<file path="src/rtl/alarm_disp_pkg.sv">
// rtl/alarm_disp_pkg.sv - shared display constants and helpers for the alarm clock display path
package alarm_disp_pkg;

  localparam int DIGITS_DEFAULT   = 4;
  localparam int SCAN_DIV_DEFAULT = 50000;

  function automatic int clog2(input int n);
    int r;
    r = 0;
    for (int v = n - 1; v > 0; v = v >> 1) r++;
    return r;
  endfunction

endpackage

</file>
<file path="src/rtl/digit_scan_ring_if.sv">
// rtl/digit_scan_ring_if.sv - digit registers in, scanned select/code out
interface digit_scan_ring_if
  import alarm_disp_pkg::*;
#(
  parameter int NUM_DIGITS = DIGITS_DEFAULT,
  parameter int DATA_W     = 4
);

  localparam int IDX_W = (clog2(NUM_DIGITS) < 1) ? 1 : clog2(NUM_DIGITS);

  logic                         enable;
  logic [NUM_DIGITS*DATA_W-1:0] digits_in;
  logic [NUM_DIGITS-1:0]        blank_mask;
  logic [NUM_DIGITS-1:0]        selector;
  logic [IDX_W-1:0]             digit_idx;
  logic [DATA_W-1:0]            digit_data;
  logic                         frame_tick;

  modport master (
    output enable, digits_in, blank_mask,
    input  selector, digit_idx, digit_data, frame_tick
  );

  modport slave (
    input  enable, digits_in, blank_mask,
    output selector, digit_idx, digit_data, frame_tick
  );

endinterface

</file>
<file path="src/rtl/scan_prescaler.sv">
// rtl/scan_prescaler.sv - divides enabled clk cycles into digit slots
module scan_prescaler
  import alarm_disp_pkg::*;
#(
  parameter int DIV = SCAN_DIV_DEFAULT
) (
  input  logic clk,
  input  logic reset,
  input  logic enable,
  output logic tick
);

  localparam int CNT_W = (DIV > 1) ? clog2(DIV) : 1;
  localparam logic [CNT_W-1:0] LAST_CNT = CNT_W'(DIV - 1);

  logic [CNT_W-1:0] count;

  // tick is combinational so the index advances on the same edge the count wraps
  assign tick = enable && (count == LAST_CNT);

  always_ff @(posedge clk) begin
    if (reset) begin
      count <= '0;
    end else if (tick) begin
      count <= '0;
    end else if (enable) begin
      count <= count + 1'b1;
    end
  end

endmodule

</file>
<file path="src/rtl/digit_scan_ring.sv">
// rtl/digit_scan_ring.sv - one-hot digit scan with per-digit blanking and frame pulse
module digit_scan_ring
  import alarm_disp_pkg::*;
#(
  parameter int NUM_DIGITS = DIGITS_DEFAULT,
  parameter int DIV        = SCAN_DIV_DEFAULT,
  parameter int DATA_W     = 4,
  parameter int ACTIVE_LOW = 1
) (
  input  logic               clk,
  input  logic               reset,
  digit_scan_ring_if.slave   bus
);

  localparam int IDX_W = (clog2(NUM_DIGITS) < 1) ? 1 : clog2(NUM_DIGITS);
  localparam logic [NUM_DIGITS-1:0] SEL_IDLE =
    (ACTIVE_LOW != 0) ? {NUM_DIGITS{1'b1}} : {NUM_DIGITS{1'b0}};
  localparam logic [IDX_W-1:0] LAST_IDX = IDX_W'(NUM_DIGITS - 1);

  logic                  slot_end;
  logic [IDX_W-1:0]      index;
  logic                  wrap_q;
  logic [NUM_DIGITS-1:0] sel_next;
  logic [DATA_W-1:0]     data_next;
  logic                  blank_cur;

  scan_prescaler #(.DIV(DIV)) u_prescaler (
    .clk    (clk),
    .reset  (reset),
    .enable (bus.enable),
    .tick   (slot_end)
  );

  always_comb begin
    sel_next  = SEL_IDLE;
    data_next = '0;
    blank_cur = 1'b0;
    for (int i = 0; i < NUM_DIGITS; i++) begin
      if (index == IDX_W'(i)) begin
        data_next   = bus.digits_in[i*DATA_W +: DATA_W];
        blank_cur   = bus.blank_mask[i];
        sel_next[i] = (ACTIVE_LOW == 0);
      end
    end
    if (blank_cur) sel_next = SEL_IDLE;
  end

  // frame_tick is delayed one extra stage so it lines up with the first digit-0 output cycle
  always_ff @(posedge clk) begin
    if (reset) begin
      index          <= '0;
      wrap_q         <= 1'b0;
      bus.selector   <= SEL_IDLE;
      bus.digit_idx  <= '0;
      bus.digit_data <= '0;
      bus.frame_tick <= 1'b0;
    end else begin
      if (slot_end) index <= (index == LAST_IDX) ? '0 : index + 1'b1;
      wrap_q         <= slot_end && (index == LAST_IDX);
      bus.frame_tick <= wrap_q;
      bus.selector   <= sel_next;
      bus.digit_idx  <= index;
      bus.digit_data <= data_next;
    end
  end

endmodule

</file>
<file path="src/flat_wrapper.sv">
// flat-port wrapper written by rule: the top's interface ports become plain ports
module digit_scan_ring_flat import alarm_disp_pkg::*;
#(
  parameter int NUM_DIGITS = DIGITS_DEFAULT,
  parameter int DIV        = SCAN_DIV_DEFAULT,
  parameter int DATA_W     = 4,
  parameter int ACTIVE_LOW = 1
)
  (clk, reset, bus_enable, bus_digits_in, bus_blank_mask, bus_selector, bus_digit_idx, bus_digit_data, bus_frame_tick);
  digit_scan_ring_if #(.NUM_DIGITS(NUM_DIGITS), .DATA_W(DATA_W)) bus_i ();
  input  logic clk;
  input  logic reset;
  input wire logic [$bits(bus_i.enable)-1:0] bus_enable;
  input wire logic [$bits(bus_i.digits_in)-1:0] bus_digits_in;
  input wire logic [$bits(bus_i.blank_mask)-1:0] bus_blank_mask;
  output wire logic [$bits(bus_i.selector)-1:0] bus_selector;
  output wire logic [$bits(bus_i.digit_idx)-1:0] bus_digit_idx;
  output wire logic [$bits(bus_i.digit_data)-1:0] bus_digit_data;
  output wire logic [$bits(bus_i.frame_tick)-1:0] bus_frame_tick;
  assign bus_i.enable = bus_enable;
  assign bus_i.digits_in = bus_digits_in;
  assign bus_i.blank_mask = bus_blank_mask;
  assign bus_selector = bus_i.selector;
  assign bus_digit_idx = bus_i.digit_idx;
  assign bus_digit_data = bus_i.digit_data;
  assign bus_frame_tick = bus_i.frame_tick;
  digit_scan_ring #(.NUM_DIGITS(NUM_DIGITS), .DIV(DIV), .DATA_W(DATA_W), .ACTIVE_LOW(ACTIVE_LOW)) u_core (.clk(clk), .reset(reset), .bus(bus_i));
endmodule
</file>
<file path="config.mk">
export PLATFORM = sky130hd
export DESIGN_NAME = digit_scan_ring_flat
export DESIGN_NICKNAME = d
export VERILOG_FILES = /design/src/rtl/alarm_disp_pkg.sv /design/src/rtl/digit_scan_ring_if.sv /design/src/rtl/scan_prescaler.sv /design/src/rtl/digit_scan_ring.sv /design/src/flat_wrapper.sv
export SDC_FILE = /design/constraint.sdc
export NUM_CORES = 1
export LEC_CHECK = 0
export ABC_AREA = 1
export CORE_MARGIN = 5
export CORE_UTILIZATION = 40
export DETAILED_ROUTE_END_ITERATION = 12
export HOLD_SLACK_MARGIN = 0.1
export PLACE_DENSITY_LB_ADDON = 0.2
export SYNTH_ARGS = -nofsm -noshare
export SYNTH_HDL_FRONTEND = slang
export SYNTH_SLANG_ARGS = --single-unit
</file>
<file path="constraint.sdc">
create_clock -name clk -period 3 [get_ports clk]
set_input_delay 0.6 -clock clk [delete_from_list [all_inputs] [get_ports clk]]
set_output_delay 0.6 -clock clk [all_outputs]
set_load 0.02 [all_outputs]
</file>
==> results of run 1 <==
-- cell type report --
cell class                 instances  area, um^2
clock buffer                       6        82.6
clock inverter                     2        60.1
fill                             372        1620
inverter                          23        86.3
multi-input combinational        160         792
sequential                        30         601
tap                               48        60.1
timing repair buffer              33         330
-- power breakdown --
part	leakage (uW)	internal, uW	total [uW]	switching, uW
Clock	0.0000714	354	512	158
Sequential	0.000243	404	407	2.90
Combinational	0.000427	37.7	63.4	25.6
-- how the worst min path moves through the flow --
stage / from / end / slack, ns
final: u_core.wrap_q$_SDFF_PP0_ / u_core.bus.frame_tick$_SDFF_PP0_ / 0.40
after global routing: u_core.wrap_q$_SDFF_PP0_ / u_core.bus.frame_tick$_SDFF_PP0_ / 0.41
after CTS: u_core.wrap_q$_SDFF_PP0_ / u_core.bus.frame_tick$_SDFF_PP0_ / 0.41
after detailed placement: u_core.wrap_q$_SDFF_PP0_ / u_core.bus.frame_tick$_SDFF_PP0_ / 0.40
after global placement: u_core.wrap_q$_SDFF_PP0_ / u_core.bus.frame_tick$_SDFF_PP0_ / 0.39
after floorplan: u_core.wrap_q$_SDFF_PP0_ / u_core.bus.frame_tick$_SDFF_PP0_ / 0.39
-- layer usage --
layer | GRT usage [%] | vias up
met1 | 16.4 | 572
met2 | 23.0 | 43
met3 | 5.68 | 5
li1 | - | 764
met4 | 5.85 | 0
met5 | 0 | -
-- cells by family (layout without fill, tap and decap cells) --
| logic type | count (synthesis) | count (layout) | synth area share, % |
|---|---|---|---|
| simple gates | 119 | 119 | 34.3 |
| buf+inv | 25 | 64 | 6.78 |
| fa+ha+maj | 5 | 5 | 4.19 |
| compound gates | 30 | 30 | 11.0 |
| flops | 30 | 30 | 40.2 |
| xor+xnor | 6 | 6 | 3.52 |
-- Yosys cell counts, types with 2 or more instances --
library cell,number
dfxtp_1,30
xor2_1,5
nand3_1,15
inv_1,22
nand4_1,5
nand2_1,57
nor2_4,3
o21ai_0,11
a21oi_1,17
nor3_1,4
nor2_1,32
ha_1,5
nand2_2,2
-- stage by stage --
stage	worst slack [ns]	instance area [um^2]	power [uW]	utilization, %	cells
floorplan	1.67	1490	439	-	215
global placement	0.882	1870	479	51.4	294
detailed placement	0.869	1870	479	51.4	294
CTS	1.18	2010	995	55.4	302
global route	1.08	2010	1020	55.4	302
finish	1.17	2010	982	55.4	302
-- state kept, by name, summed over array words and instances (netlist names) --
register,count
u_core.u_prescaler.count,16
u_core.bus.digit_data,4
u_core.bus.selector,4
u_core.bus.digit_idx,2
u_core.index,2
u_core.bus.frame_tick,1
u_core.wrap_q,1
-- worst max-delay path, delay by kind of cell --
kind            cells  cell delay, ns
compound gates      1            0.42
buf+inv             1            0.60
simple gates        4            0.37
==> key figures, run 1 <==
Run status
  • Status: finished, final reports clean

GRT
  • First-pass GRT wire length: 5620 um
  • Number of antenna violations at the first check in global routing: 0
  • Total congestion overflow: 0
  • Number of global-route vias before repair: approximately 1300
  • GRT Util Overall: between 10 and 15%
  • Largest net degree at the start of global routing: 17

Clock tree
  • Clk Latency, worst-skew pair: 0.28 ns
  • Number of resized instances in the post-cts repair step: 0
  • TritonCTS clock tree: yes
  • Post-CTS Setup Bufs: 0
  • Number of CTS-inserted buffers: 5
  • Clock tree buffer depth: 2
  • Hold-fix buffers, CTS: 0
  • Clock Root Buffer: clkbuf_8
  • Sink count of the clock tree: 30
  • Clock transition at path regs: 0.07 ns
  • # H-tree levels: 2

Drt
  • Drt drc: 0
  • DR WL met3: 256 um
  • DR iter-0 viols: 41
  • Detailed Route WL: roughly 3400 um
  • DR pass1 iterations: 4
  • Wire length on met1: 1570 um
  • Routed wire per std cell: 11.1 um
  • Routed wire length on met2: 1470 um
  • Total number of vias: 1384
  • Antenna-violating nets left: 0
  • Via count normalized by instance count: about 4.6
  • Uppermost metal layer occupied by signal nets: met4

Min path
  • Hold Path Depth: 2
  • Path category of the worst min-delay check: register to register

Final layout
  • Diode count: 0
  • Area overhead of the layout relative to synthesis: 34.7%
  • Number of nets in the layout: 281
  • Most frequent standard cell in the layout excluding fill and tap cells: nand2_1
  • Share of layout cells above drive strength 1: 6.30%
  • Highest-count cells in the layout ignoring fill and taps: 57 x nand2_1, 33 x clkdlybuf4s50_1, 32 x nor2_1

Synth
  • Number of enable flip-flop cells after synthesis: 0
  • Cell area after synthesis: 1490 um^2
  • Netlist cell types: 20
  • Area contributors post-synth: dfxtp_1 40%, nand2_1 14%, nor2_1 8.0%, a21oi_1 5.7%, inv_1 5.5%
  • Share of Yosys cell area claimed by the top area cell type: a little over 40%
  • Total nets after synthesis: 243
  • Mean post-synth cell area: about 6.9 um^2
  • Library cell with the largest summed area after synthesis: dfxtp_1
  • Synth async-reset ratio: 0%
  • Share of the yosys chip area belonging to registers: 40.2%
  • Primary FF master, synth: dfxtp_1
  • Gate count after technology mapping: between 200 and 250
  • Flip-flop and latch count after synthesis: 30
  • Synthesis warning total: 0

Floorplanning
  • Top-level I/O count: 34
  • Total core area: 3630 um^2
  • Floorplan row count: 22
  • Initial Utilization: 41.1%
  • Y dimension of the die: approximately 70 um
  • Die X: 71.1 um
  • Die footprint: 5060 um^2

Worst setup path
  • Kind of start point of the critical path: primary input
  • Reg2reg end: u_core.u_prescaler.count[6]$_SDFFE_PP0P_
  • Critical Path Slowest Stage Cell: clkdlybuf4s50_1
  • CP max stage delay: around 0.60 ns
  • Critical path endpoint category: register
  • WP data required: between 3 and 4 ns
  • Startpoint-to-endpoint class of the critical path: primary input to register
  • Number of cells on the worst reg-to-reg path: 6
  • First element of the critical path: bus_enable
  • Endpoint of the most critical setup path: u_core.u_prescaler.count[6]$_SDFFE_PP0P_
  • Critical Path AT: 1.98 ns
  • Crit path cell chain: clkdlybuf4s50_1, nand2_1, nor2_1, nand2_1, o21ai_4, nor2_1
  • Maximum fanout count along the critical path: 16
  • Minimum setup slack among reg-to-reg paths: approximately 1.5 ns
  • Crit Reg-Reg Startpoint: u_core.u_prescaler.count[1]$_SDFFE_PP0P_

Timing
  • Final worst hold slack: 0.405 ns
  • Slew HR: 70.1%
  • Final setup violation count: 0
  • Achievable frequency: 547 MHz
  • Max-slew violation total from the final report: 0
  • Final hold violations: 0
  • Setup repair after global routing missed its margin: false
  • Sum of negative setup slack: 0 ns
  • Min cycle time layout: 1.83 ns
  • Share of the clock period used by the worst path: 60.9%
  • Transition at the pin with the smallest max-transition slack: 0.447 ns
  • Max Clock Skew: 0.00635 ns

Pwr
  • Maximum resistive drop on vdd: 0.342 mV
  • Reported leakage power: around 0.00074 uW
  • Power density over the cells: roughly 490 nW/um^2

Placed design
  • Total half-perimeter wirelength after legalization and detailed placement: roughly 2500 um
  • Gpl congestion: 0.829
  • Input/output buffers: 33

Job
  • Number of maximum-capacitance constraint violations: 0
No activity file was read; power rests on OpenSTA's default activity.
==> run 2, diff against run 1 <==
clock period = 1.6 ns   (was 3 ns; I/O delays follow)
==> run 2 against run 1 <==
  * Global-route usage increased by 0.26 points
  * Largest power group is now registers
  * Non-clock buffer count increased by 10
  * Critical path depth decreased by 5
  * Final cell count increased by 3.3%
  * Critical path type is now register to output pin
  * Total power increased by 68%
  * Register-to-register slack got worse by 1.3 ns
  * Clock skew decreased by 0.0010 ns
==> key figures, run 2 (synthesis gave the netlist of run 1 again) <==
Run status
  • Status: finished, final reports clean

Worst setup path
  • Critical path buffers and inverters: 1
  • Critical Path AT: 1.20 ns
  • CP max stage delay: between 0.5 and 0.6 ns
  • Maximum fanout count along the critical path: 1
  • Crit path cell chain: clkdlybuf4s50_1
  • Startpoint-to-endpoint class of the critical path: register to output pin
  • Critical Path Slowest Stage Cell: clkdlybuf4s50_1
  • Family with the most delay on the worst path: buffers and inverters
  • WP data required: 1.28 ns
  • Kind of start point of the critical path: register
  • Critical path endpoint category: output pin

Final layout
  • Number of fillers in the final layout: 357
  • Highest-count cells in the layout ignoring fill and taps: 57 x nand2_1, 33 x clkdlybuf4s50_1, 31 x nor2_1
  • Area overhead of the layout relative to synthesis: 38.8%
  • Diode count: 0
  • Register with the most flip-flops: u_core.u_prescaler.count
  • Number of nets in the layout: 291
  • Largest register FFs: 16
  • Share of layout cells above drive strength 1: 11.0%
  • Top flop regs: u_core.u_prescaler.count (16), u_core.bus.digit_data (4), u_core.bus.selector (4)
  • Most frequent standard cell in the layout excluding fill and tap cells: nand2_1

Floorplanning
  • Y dimension of the die: 71.1 um
  • Die footprint: 5060 um^2
  • Total core area: 3630 um^2
  • Initial Utilization: 41.1%
  • Die X: 71.1 um
  • Floorplan row count: 22
  • Top-level I/O count: 34

GRT
  • First-pass GRT wire length: ~5800 um
  • Number of global-route vias before repair: 1345
  • Largest net degree at the start of global routing: 12
  • Number of antenna violations at the first check in global routing: 0
  • Total congestion overflow: 0
  • GRT Util Overall: roughly 14%

Drt
  • Wire length on met1: 1520 um
  • Antenna-violating nets left: 0
  • Uppermost metal layer occupied by signal nets: met4
  • DR pass1 iterations: 4
  • Drt drc: 0
  • Detailed Route WL: 3290 um
  • Total number of vias: 1444
  • DR WL met3: 258 um
  • DR iter-0 viols: between 80 and 90
  • Routed wire length on met2: 1450 um
  • Via count normalized by instance count: between 4 and 5
  • Routed wire per std cell: 10.5 um

Clock tree
  • Clock transition at path regs: 0.07 ns
  • TritonCTS clock tree: yes
  • # H-tree levels: 2
  • Clock Root Buffer: clkbuf_8
  • Sink count of the clock tree: 30
  • Clk Latency, worst-skew pair: 0.28 ns
  • Clock tree buffer depth: 2
  • Number of CTS-inserted buffers: 5

Placed design
  • Total half-perimeter wirelength after legalization and detailed placement: 2560 um
  • Gpl congestion: 0.819
  • Input/output buffers: 33

Pwr
  • Maximum resistive drop on vdd: 0.502 mV
  • Reported leakage power: 0.000778 uW
  • Power consumption: 1650 uW
  • Power density over the cells: 796 nW/um^2

Timing
  • Sum of negative setup slack: 0 ns
  • Final setup violation count: 0
  • Max Clock Skew: 0.00533 ns
  • Slew HR: 78.5%
  • Transition at the pin with the smallest max-transition slack: 0.321 ns
  • Achievable frequency: 660 MHz
  • Final hold violations: 0
  • Min cycle time layout: 1.52 ns
  • Setup repair after global routing missed its margin: false
  • Max-slew violation total from the final report: 0
  • Share of the clock period used by the worst path: 94.7%

Min path
  • Path category of the worst min-delay check: register to register

Job
  • Number of maximum-capacitance constraint violations: 0
[run 2: cell types whose count changed in the layout (fill, tap and decap cells not counted), sizes merged]
cell	previous run	this run
clkinv	0	2
bufinv	2	1
clkbuf	6	5
buf	0	10
[run 2: final timing paths]
check,slack [ns],startpoint,end,cells after the start
max,0.08,u_core.bus.selector[0]$_SDFF_PP1_,bus_selector[0],1
min,0.40,u_core.wrap_q$_SDFF_PP0_,u_core.bus.frame_tick$_SDFF_PP0_,2
max reg2reg,0.18,u_core.index[0]$_SDFFE_PP0P_,u_core.bus.selector[0]$_SDFF_PP1_,7
min reg2reg,0.40,u_core.wrap_q$_SDFF_PP0_,u_core.bus.frame_tick$_SDFF_PP0_,2
[run 2: cell type report]
| type | instances | area [um^2] | area share, % |
|---|---|---|---|
| Clock buffer | 5 | 68.8 | 3.32 |
| Tap cell | 48 | 60.1 | 2.90 |
| Clock inverter | 3 | 40.0 | 1.93 |
| Timing Repair Buffer | 43 | 418 | 20.2 |
| Sequential cell | 30 | 601 | 29.0 |
| Inverter | 23 | 86.3 | 4.16 |
| Multi-Input combinational cell | 160 | 800 | 38.6 |
[run 2: power breakdown]
part           switching, uW  internal, uW
logic                   51.1          83.5
registers               5.29           757
clock network            295           458
total                    351          1300
[run 2: through the flow]
step                std cells  setup WS (ns)  util, %  hold slack [ns]  instance area (um^2)
floorplan                 215          0.292        -            0.388                  1490
global placement          303        -0.0703     53.7            0.392                  1950
finish                    312         0.0845     57.1            0.403                  2070
CTS                       311         0.0618     56.6            0.406                  2060
global route              312         0.0297     57.1            0.423                  2070
detailed placement        303         -0.112     53.7            0.396                  1950
[run 2: per-layer routing]
layer | global-route usage, % | vias to the layer above
met5 | 0 | -
met4 | 6.26 | 0
met3 | 5.82 | 6
met2 | 22.7 | 37
met1 | 17.2 | 620
li1 | - | 781
[run 2: timing repair]
action,CTS,global route
endpoints found under the setup margin,0,4
gates resized for setup,0,3
buffers inserted,0,1
hold buffers,0,0
==> run 3, diff against run 2 <==
CTS_BUF_LIST = sky130_fd_sc_hd__clkbuf_8   (was unset)
==> results of run 3 <==
No change in the layout: final DEF, timing and power equal those of run 2.
